===== config.mk =====
export PLATFORM = sky130hd
export DESIGN_NAME = div16_seq
export DESIGN_NICKNAME = d
export VERILOG_FILES = /design/src/rtl/div16_seq_pkg.sv /design/src/rtl/div16_seq_addsub17.sv /design/src/rtl/div16_seq.sv
export SDC_FILE = /design/constraint.sdc
export NUM_CORES = 1
export LEC_CHECK = 0
export CAP_MARGIN = 5
export CORE_MARGIN = 1
export CORE_UTILIZATION = 40
export CTS_CLUSTER_SIZE = 10
export DETAILED_ROUTE_END_ITERATION = 12
export GPL_TIMING_DRIVEN = 0
export PLACE_DENSITY_LB_ADDON = 0.25
export SETUP_SLACK_MARGIN = 0.5
export SLEW_MARGIN = 10
export SYNTH_ARGS = -nofsm -noshare
export SYNTH_HDL_FRONTEND = slang
export SYNTH_SLANG_ARGS = --single-unit

===== constraint.sdc =====
create_clock -name clk -period 5.6 [get_ports clk]
set_input_delay 0.56 -clock clk [delete_from_list [all_inputs] [get_ports clk]]
set_output_delay 0.56 -clock clk [all_outputs]
set_load 0.1 [all_outputs]

===== src/rtl/div16_seq_pkg.sv =====
// Shared definitions for the sequential 16-bit divider: FSM states, widths and
// the fixed result returned on a zero divisor.
package div16_seq_pkg;

    localparam int DEFAULT_WIDTH = 16;
    localparam int ITERATIONS    = 16;
    localparam int CNT_W         = 5;

    localparam logic [DEFAULT_WIDTH-1:0] DIV0_QUOTIENT = '1;

    typedef enum logic [1:0] {
        IDLE = 2'd0,
        ITER = 2'd1,
        FIX  = 2'd2
    } state_t;

endpackage


===== src/rtl/div16_seq_addsub17.sv =====
// Combinational subtractor a - b computed as a + ~b + 1, shared by the trial
// subtraction and (with a = 0) by the two's-complement negations.
module div16_seq_addsub17 #(
    parameter int W = 17
) (
    input  logic [W-1:0] a,
    input  logic [W-1:0] b,
    output logic [W-1:0] diff,
    output logic         borrow
);

    logic [W:0] sum;

    assign sum    = {1'b0, a} + {1'b0, ~b} + {{W{1'b0}}, 1'b1};
    assign diff   = sum[W-1:0];
    // Carry out of a + ~b + 1 is set exactly when a >= b.
    assign borrow = ~sum[W];

endmodule


===== src/rtl/div16_seq.sv =====
// Sequential restoring divider: 16 subtract-and-compare iterations on operand
// magnitudes, followed by one sign-fixup cycle that registers the results.
module div16_seq
    import div16_seq_pkg::*;
#(
    parameter int WIDTH = DEFAULT_WIDTH
) (
    input  logic             clk,
    input  logic             rst,
    input  logic             start,
    input  logic             sign,
    input  logic [WIDTH-1:0] dividend,
    input  logic [WIDTH-1:0] divisor,
    output logic             busy,
    output logic             done,
    output logic [WIDTH-1:0] quotient,
    output logic [WIDTH-1:0] remainder,
    output logic             div_by_zero,
    output logic             overflow,
    output state_t           state_dbg
);

    // Handshake: start is taken only while busy is low; operands and sign are
    // captured on that edge. busy stays high until results are registered, and
    // done pulses for the one cycle in which the new results first appear.

    localparam logic [CNT_W-1:0] LAST_CNT = CNT_W'(ITERATIONS - 1);
    localparam logic [WIDTH-1:0] MIN_NEG  = {1'b1, {(WIDTH-1){1'b0}}};

    state_t state_q, state_d;
    logic   load_op, load_div0, do_iter, do_fix;

    logic [CNT_W-1:0] cnt_q;
    logic [WIDTH:0]   r_q;
    logic [WIDTH-1:0] q_q;
    logic [WIDTH-1:0] d_q;
    logic             q_neg_q, r_neg_q, div0_q, ovf_q;

    logic [WIDTH:0]   r_shift;
    logic [WIDTH:0]   trial_diff;
    logic             trial_borrow;
    logic             trial_ok;

    logic [WIDTH:0]   neg_x_in, neg_y_in;
    logic [WIDTH:0]   neg_x_diff, neg_y_diff;
    logic             neg_x_borrow, neg_y_borrow;
    logic [WIDTH-1:0] dvd_mag, dvs_mag;
    logic             unused_bits;

    // ---------------- datapath arithmetic ----------------
    assign r_shift = {r_q[WIDTH-1:0], q_q[WIDTH-1]};

    div16_seq_addsub17 #(.W(WIDTH + 1)) u_trial (
        .a      (r_shift),
        .b      ({1'b0, d_q}),
        .diff   (trial_diff),
        .borrow (trial_borrow)
    );

    assign trial_ok = ~trial_diff[WIDTH];

    // In IDLE the negators produce operand magnitudes; later they negate Q and R.
    assign neg_x_in = (state_q == IDLE) ? {1'b0, dividend} : {1'b0, q_q};
    assign neg_y_in = (state_q == IDLE) ? {1'b0, divisor}  : {1'b0, r_q[WIDTH-1:0]};

    div16_seq_addsub17 #(.W(WIDTH + 1)) u_neg_x (
        .a      ('0),
        .b      (neg_x_in),
        .diff   (neg_x_diff),
        .borrow (neg_x_borrow)
    );

    div16_seq_addsub17 #(.W(WIDTH + 1)) u_neg_y (
        .a      ('0),
        .b      (neg_y_in),
        .diff   (neg_y_diff),
        .borrow (neg_y_borrow)
    );

    assign dvd_mag = (sign & dividend[WIDTH-1]) ? neg_x_diff[WIDTH-1:0] : dividend;
    assign dvs_mag = (sign & divisor[WIDTH-1])  ? neg_y_diff[WIDTH-1:0] : divisor;

    assign unused_bits = ^{trial_borrow, neg_x_borrow, neg_y_borrow,
                           neg_x_diff[WIDTH], neg_y_diff[WIDTH]};

    // ---------------- control FSM ----------------
    always_ff @(posedge clk) begin
        if (rst) begin
            state_q <= IDLE;
        end else begin
            state_q <= state_d;
        end
    end

    always_comb begin
        state_d   = state_q;
        load_op   = 1'b0;
        load_div0 = 1'b0;
        do_iter   = 1'b0;
        do_fix    = 1'b0;
        unique case (state_q)
            IDLE: begin
                if (start) begin
                    if (divisor == '0) begin
                        load_div0 = 1'b1;
                        state_d   = FIX;
                    end else begin
                        load_op = 1'b1;
                        state_d = ITER;
                    end
                end
            end
            ITER: begin
                do_iter = 1'b1;
                if (cnt_q == LAST_CNT) begin
                    state_d = FIX;
                end
            end
            FIX: begin
                do_fix  = 1'b1;
                state_d = IDLE;
            end
            default: state_d = IDLE;
        endcase
    end

    assign busy      = (state_q != IDLE);
    assign state_dbg = state_q;

    // ---------------- registers ----------------
    always_ff @(posedge clk) begin
        if (rst) begin
            cnt_q       <= '0;
            r_q         <= '0;
            q_q         <= '0;
            d_q         <= '0;
            q_neg_q     <= 1'b0;
            r_neg_q     <= 1'b0;
            div0_q      <= 1'b0;
            ovf_q       <= 1'b0;
            done        <= 1'b0;
            quotient    <= '0;
            remainder   <= '0;
            div_by_zero <= 1'b0;
            overflow    <= 1'b0;
        end else begin
            done <= 1'b0;
            if (load_op) begin
                q_q     <= dvd_mag;
                d_q     <= dvs_mag;
                r_q     <= '0;
                cnt_q   <= '0;
                q_neg_q <= sign & (dividend[WIDTH-1] ^ divisor[WIDTH-1]);
                r_neg_q <= sign & dividend[WIDTH-1];
                div0_q  <= 1'b0;
                ovf_q   <= sign & (dividend == MIN_NEG) & (divisor == '1);
            end else if (load_div0) begin
                // Q carries the raw dividend through to the remainder output.
                q_q     <= dividend;
                r_q     <= '0;
                cnt_q   <= '0;
                q_neg_q <= 1'b0;
                r_neg_q <= 1'b0;
                div0_q  <= 1'b1;
                ovf_q   <= 1'b0;
            end else if (do_iter) begin
                q_q   <= {q_q[WIDTH-2:0], trial_ok};
                r_q   <= trial_ok ? trial_diff : r_shift;
                cnt_q <= cnt_q + CNT_W'(1);
            end

            if (do_fix) begin
                done        <= 1'b1;
                div_by_zero <= div0_q;
                overflow    <= ovf_q;
                if (div0_q) begin
                    quotient  <= DIV0_QUOTIENT;
                    remainder <= q_q;
                end else begin
                    quotient  <= q_neg_q ? neg_x_diff[WIDTH-1:0] : q_q;
                    remainder <= r_neg_q ? neg_y_diff[WIDTH-1:0] : r_q[WIDTH-1:0];
                end
            end
        end
    end

endmodule


==> out/metrics.cfg, run 1 <==
[outcome]
outcome=finished clean

[synthesis]
synth-edff-count=0
synth.avg_cell_area_um2=7.264
async_flop_share_pct=0
yosysMostFrequentCell=nand2_1
synth.area.top_cells=dfxtp_1 27%, nand2_1 6.5%, nor2_1 6.2%, a21oi_1 5.9%, mux2i_1 5.5%
synth_area_leader_cell=dfxtp_1
yosys_warnings=0
synth.top_cell.area_share_pct=27.33
synthDistinctLibCells=68
syn-cell-area_um2=6887
synth_ff_type=dfxtp_1
synthTopCellsByCount=119 x nand2_1, 114 x nor2_1, 94 x dfxtp_1
synth_cells=948
syn-num-nets=1005
ys_ff_latch=94
seq_area_frac_synth_pct=27.33

[timing]
slew_violations=0
worst_pin_slew_ns=0.9995
clock_skew_ns=0.008688
fmax_mhz=201.8
min_period_ns=4.955
setup_viol=0
worst_slack_ns=0.6449
whs_ns=0.4541
setup_tns_ns=0
rsz0062_at_grt=false
fin_crit_sh_pct=88.48
slew_headroom_pct=33.36
hold_violations=0

[placed_design]
pre_cts_ws_ns=0.9229
dp_cells=1235
portBuffers=67
hpwl_um=19300
place.gp.congestion=0.9697
placed_cell_area_um2=7833

[floorplanning]
coreArea_um2=16700
row_count=47
fp.dieH_um=133.2
ios=74
initial_core_util_pct=41.23
die_w_um=133.2
fp.dieArea_um2=17740

[cells_and_area]
n_antenna_cell=0
finalNonFillerCells=1251
area_growth_pct=19.10
nFillCells=1754
postLayoutCoreUtil_pct=49.11
final_area_um2=8202
layout.nets=1083
final_layout_size_suffix_gt1_share_pct=5.238

[clock_network]
path_clk_slew_ns=0.07
cts-hold-fix-buffers=0
numCtsBuffers=9
cts-root-buf=clkbuf_16
clk_latency_ns=0.37
post-cts-setup-buffers=0
cts_tree=done
htreeDepth=3
post_cts_resized=0
cts_max_path_buffers=2
clock_sinks=94

[hold_path]
hold_depth=2
min_path_type=flip-flop to flip-flop

[drt]
route.detailed.drc=0
wl_um=26060
drt_iter0_drc=837
wl_per_cell_um=20.83
drt_pass1_iterations=6
vias=7612
via_per_inst=6.085
ant_nets=0

[global_route]
met2_usage_pct=43.75
gr-total-overflow=0
met3_usage_pct=5.898
met1_usage_pct=41.28
grt_max_degree=17
grt_usage_pct=29.47
grt_antenna_before_repair=0
grt_pass1_vias=6870
busiest_layer=met2
grt_pass1_wl_um=39790

[critical_path]
startpoint=state_dbg[0]
criticalPathCategory=flip-flop to flip-flop
crit_path_end=remainder[14]
rr_worst_depth=13
r2r_slack_ns=0.64
reg2reg_from=state_dbg[0]
startpoint_type=flip-flop
worstPathArrival_ns=5.18
critPathCaptureType=flip-flop
r2r_end=remainder[14]
worstPathMaxFanout=10
worstPathRequired_ns=5.82

[job]
maxCapViolations=0

[power_and_ir_drop]
peakVddDrop_mv=0.1606
p_per_area_nw_per_um2=269.7
power_mw=2.212
p_leak_nw=2.902

[registers in the layout, summed over array words and instances, names as in the netlist]
name / count
cnt_q: 5
d_q: 16
div0_q: 1
div_by_zero: 1
done: 1
overflow: 1
ovf_q: 1
q_neg_q: 1
q_q: 16
quotient: 16
r_neg_q: 1
r_q: 16
remainder: 16
state_dbg: 2
[cell usage in the layout (no fill, tap or decap), types with 6 or more instances in the layout]
cell type,count
o211ai_1,7
nor3_1,43
clkbuf_1,56
o22ai_1,13
nand4_1,8
or3_1,8
inv_1,24
buf_2,14
a21oi_1,81
xor2_1,13
a221oi_1,7
nor4_1,8
a31oi_1,6
dfxtp_1,94
xnor2_1,25
nand3_1,23
mux2i_1,38
and3_1,7
a311oi_1,9
a2111oi_0,7
clkbuf_16,9
o21ai_0,58
nand2_1,119
a21o_1,6
a211oi_1,33
clkdlybuf4s50_1,67
nand3b_1,7
nor2_1,114
nand2b_1,9
nor2b_1,12
o21a_1,8
ha_1,20
[worst min path at each step]
stage	startpoint	end	slack, ns
2_1_floorplan	d_q[14]	d_q[14]	0.43
5_1_grt	d_q[8]	d_q[8]	0.48
4_1_cts	d_q[12]	d_q[12]	0.46
3_3_place_gp	d_q[12]	d_q[12]	0.44
3_5_place_dp	d_q[12]	d_q[12]	0.45
6_report	div_by_zero	div_by_zero	0.45
[worst max-delay path, cell delays in order (launching register included)]
cell and delay (ns):
dfxtp_1 0.42, nor2_1 0.32, buf_2 0.38, buf_2 0.34, buf_2 0.33, buf_1 0.65, mux2i_1 0.27, ha_1 0.27
nor4b_4 0.59, nand3_1 0.18, xor2_1 0.28, a211oi_1 0.13, a211oi_1 0.54, nor3_1 0.11
[cell families after synthesis]
| logic type | Yosys count | synth area share (%) |
|---|---|---|
| compound gates | 269 | 25.11 |
| xor+xnor | 39 | 5.069 |
| fa+ha+maj | 21 | 3.924 |
| buf+inv | 103 | 6.304 |
| flops | 94 | 27.33 |
| mux | 40 | 5.850 |
| simple gates | 382 | 26.42 |
[power breakdown]
| part | total, mW | leakage (nW) | internal (mW) | switching [mW] |
|---|---|---|---|---|
| Combinational | 0.693 | 1.96 | 0.265 | 0.428 |
| Sequential | 0.741 | 0.765 | 0.700 | 0.0414 |
| Clock | 0.777 | 0.172 | 0.483 | 0.294 |
[final cells by class]
cell class / count / area, um^2 / share of cell area, %
multi-input combinational: 751 / 4571 / 55.73
sequential: 94 / 1882 / 22.94
timing repair buffer: 67 / 670.6 / 8.177
buffer: 78 / 340.3 / 4.149
tap: 220 / 275.3 / 3.356
clock buffer: 9 / 225.2 / 2.746
clock inverter: 7 / 143.9 / 1.754
inverter: 25 / 93.84 / 1.144
[metal layers]
metal  up-vias  wire length [um]
li1       3565                 -
met1      3565             11390
met3        60              2558
met4         0               899
met2       422             11210
met5         -                 0
No activity file was read; power rests on OpenSTA's default activity.
==> run 2, diff against run 1 <==
- SYNTH_HIERARCHICAL: unset -> 1
==> out/metrics.cfg, run 2 <==
[outcome]
outcome=finished clean

[cells_and_area]
nFillCells=1937  ; +10%
n_antenna_cell=0  ; unchanged
area_growth_pct=18.99  ; about the same
layout_commonest_cell=nand2_1
final_cell_mix=103 x nand2_1, 95 x nor2_1, 94 x dfxtp_1, 73 x clkdlybuf4s50_1
postLayoutCoreUtil_pct=49.09  ; about the same
final_area_um2=9275  ; +13%
final_layout_size_suffix_gt1_share_pct=8.979  ; +3.7 points
layout.nets=1221  ; +13%
finalNonFillerCells=1396  ; +12%

[timing]
clock_skew_ns=0.009767  ; +0.001079 ns
worst_pin_slew_ns=0.9860  ; -0.01357 ns
fin_crit_sh_pct=78.60  ; -9.9 points
hold_violations=0  ; unchanged
whs_ns=0.4549  ; +0.0007100 ns
rsz0062_at_grt=false
setup_viol=0  ; unchanged
slew_headroom_pct=34.06  ; +0.70 points
min_period_ns=4.401  ; -0.5538 ns
fmax_mhz=227.2  ; +13%
setup_tns_ns=0  ; unchanged
slew_violations=0  ; unchanged
worst_slack_ns=1.199  ; +0.5538 ns

[clock_network]
cts-hold-fix-buffers=0  ; unchanged
clk_latency_ns=0.35  ; -0.02 ns
path_clk_slew_ns=0.07  ; about the same
htreeDepth=3  ; unchanged
post_cts_resized=0  ; unchanged
cts_max_path_buffers=2  ; unchanged
numCtsBuffers=9  ; unchanged
clock_sinks=94  ; unchanged
cts-root-buf=clkbuf_16
cts_tree=done
post-cts-setup-buffers=0  ; unchanged

[placed_design]
pre_cts_ws_ns=1.398  ; +0.4749 ns
dp_cells=1380  ; +12%
placed_cell_area_um2=8979  ; +15%
hpwl_um=19180  ; -0.62%
place.gp.congestion=0.9365  ; -3.4%
portBuffers=73  ; +9.0%

[hold_path]
hp-start=remainder[2]
min_path_type=flip-flop to flip-flop

[drt]
route.detailed.drc=0  ; unchanged
drt_iter0_drc=705  ; -16%
via_per_inst=5.643  ; -7.3%
dr_wl_met2_um=10500  ; -6.3%
vias=7877  ; +3.5%
met1_length_um=11800  ; +3.6%
wl_met3_um=1741  ; -32%
wl_per_cell_um=17.55  ; -16%
top_layer=met4
drt_pass1_iterations=5  ; -1
wl_um=24500  ; -6.0%
ant_nets=0  ; unchanged

[global_route]
grt_antenna_before_repair=0  ; unchanged
gr-total-overflow=0  ; unchanged
grt_pass1_vias=7186  ; +4.6%
grt_usage_pct=24.72  ; -4.8 points
grt_pass1_wl_um=38790  ; -2.5%
grt_max_degree=16  ; -1

[critical_path]
path_cells=buf_2 -> nor2_4 -> buf_2 -> mux2_2 -> ha_1 -> fa_1 -> nor2b_1 -> o211ai_1 -> a21oi_1 -> nor4_1 -> a2111oi_2 -> mux2i_1 -> o21ai_0 -> nand2_1 -> a21oi_1
critPathCaptureType=flip-flop
startpoint_type=flip-flop
path_buf_inv=2  ; -2
criticalPathCategory=flip-flop to flip-flop
worstPathArrival_ns=4.68  ; -0.50 ns
reg2reg_from=state_dbg[1]
cp_slowest_cell=a2111oi_2
cp_top_family=compound AO/OA/AOI/OAI gates
worstPathMaxFanout=10  ; unchanged
startpoint=state_dbg[1]
cpPeakStageDelay_ns=0.48  ; -0.17 ns
worstPathRequired_ns=5.88  ; +0.06 ns

[floorplanning]
fp.dieH_um=141.6  ; +6.3%
ios=74  ; unchanged
fp.dieArea_um2=20050  ; +13%
row_count=50  ; +6.4%
die_w_um=141.6  ; +6.3%
coreArea_um2=18890  ; +13%
initial_core_util_pct=41.26  ; about the same

[synthesis]
synth_cells=1013  ; +6.9%
synth.avg_cell_area_um2=7.695  ; +5.9%
syn-cell-area_um2=7795  ; +13%
yosys_warnings=6  ; +6

[job]
maxCapViolations=0  ; unchanged

[power_and_ir_drop]
peakVddDrop_mv=0.1550  ; -3.5%
p_leak_nw=3.672  ; +27%
power_mw=2.286  ; +3.4%
p_per_area_nw_per_um2=246.5  ; -8.6%

[run 2: cell count changes in the layout (fill, tap and decap cells not counted), sizes merged, moves of 14 or more]
cell    change
a211oi     -15
clkbuf     -15
conb       +35
ha         +31
inv        +42
mux2       +45
nand2      -16
nor2       -18
nor3       -21
o211ai     +14
o21ai      -24
[run 2: cell type report]
class	count	area, um^2	area share (%)
plain buffers	69	295.3	3.184
multi-input cells	816	5490	59.19
clock inverters	4	30.03	0.3238
clock buffers	12	266.5	2.873
inverters	68	255.2	2.752
repair buffers	73	730.7	7.878
well taps	260	325.3	3.507
flip-flops and latches	94	1882	20.29
[run 2: worst register-to-register path, delay by kind of cell (launching register included)]
kind	cells	cell delay, ns
compound gates	5	1.61
simple gates	4	0.67
buf+inv	2	0.53
flops	1	0.32
mux	2	0.58
fa+ha+maj	2	0.62
[run 2: path summary, 6_finish.rpt]
check	endpoint	cells past startpoint	slack (ns)
setup / recovery	remainder[12]	15	1.20
hold / removal	remainder[2]	2	0.45
setup reg to reg	remainder[12]	15	1.20
hold reg to reg	remainder[2]	2	0.45
[run 2: power breakdown]
group	internal, mW	switching [mW]	leakage [nW]
sequential	0.701	0.0407	0.766
combinational	0.391	0.538	2.76
clock	0.339	0.278	0.145
total	1.43	0.856	3.67
[run 2: routing by layer]
layer / vias up / GRT usage (%)
met3: 31 / 2.632
met5: - / 0
met1: 3685 / 36.00
met2: 305 / 38.09
li1: 3856 / -
met4: 0 / 7.470
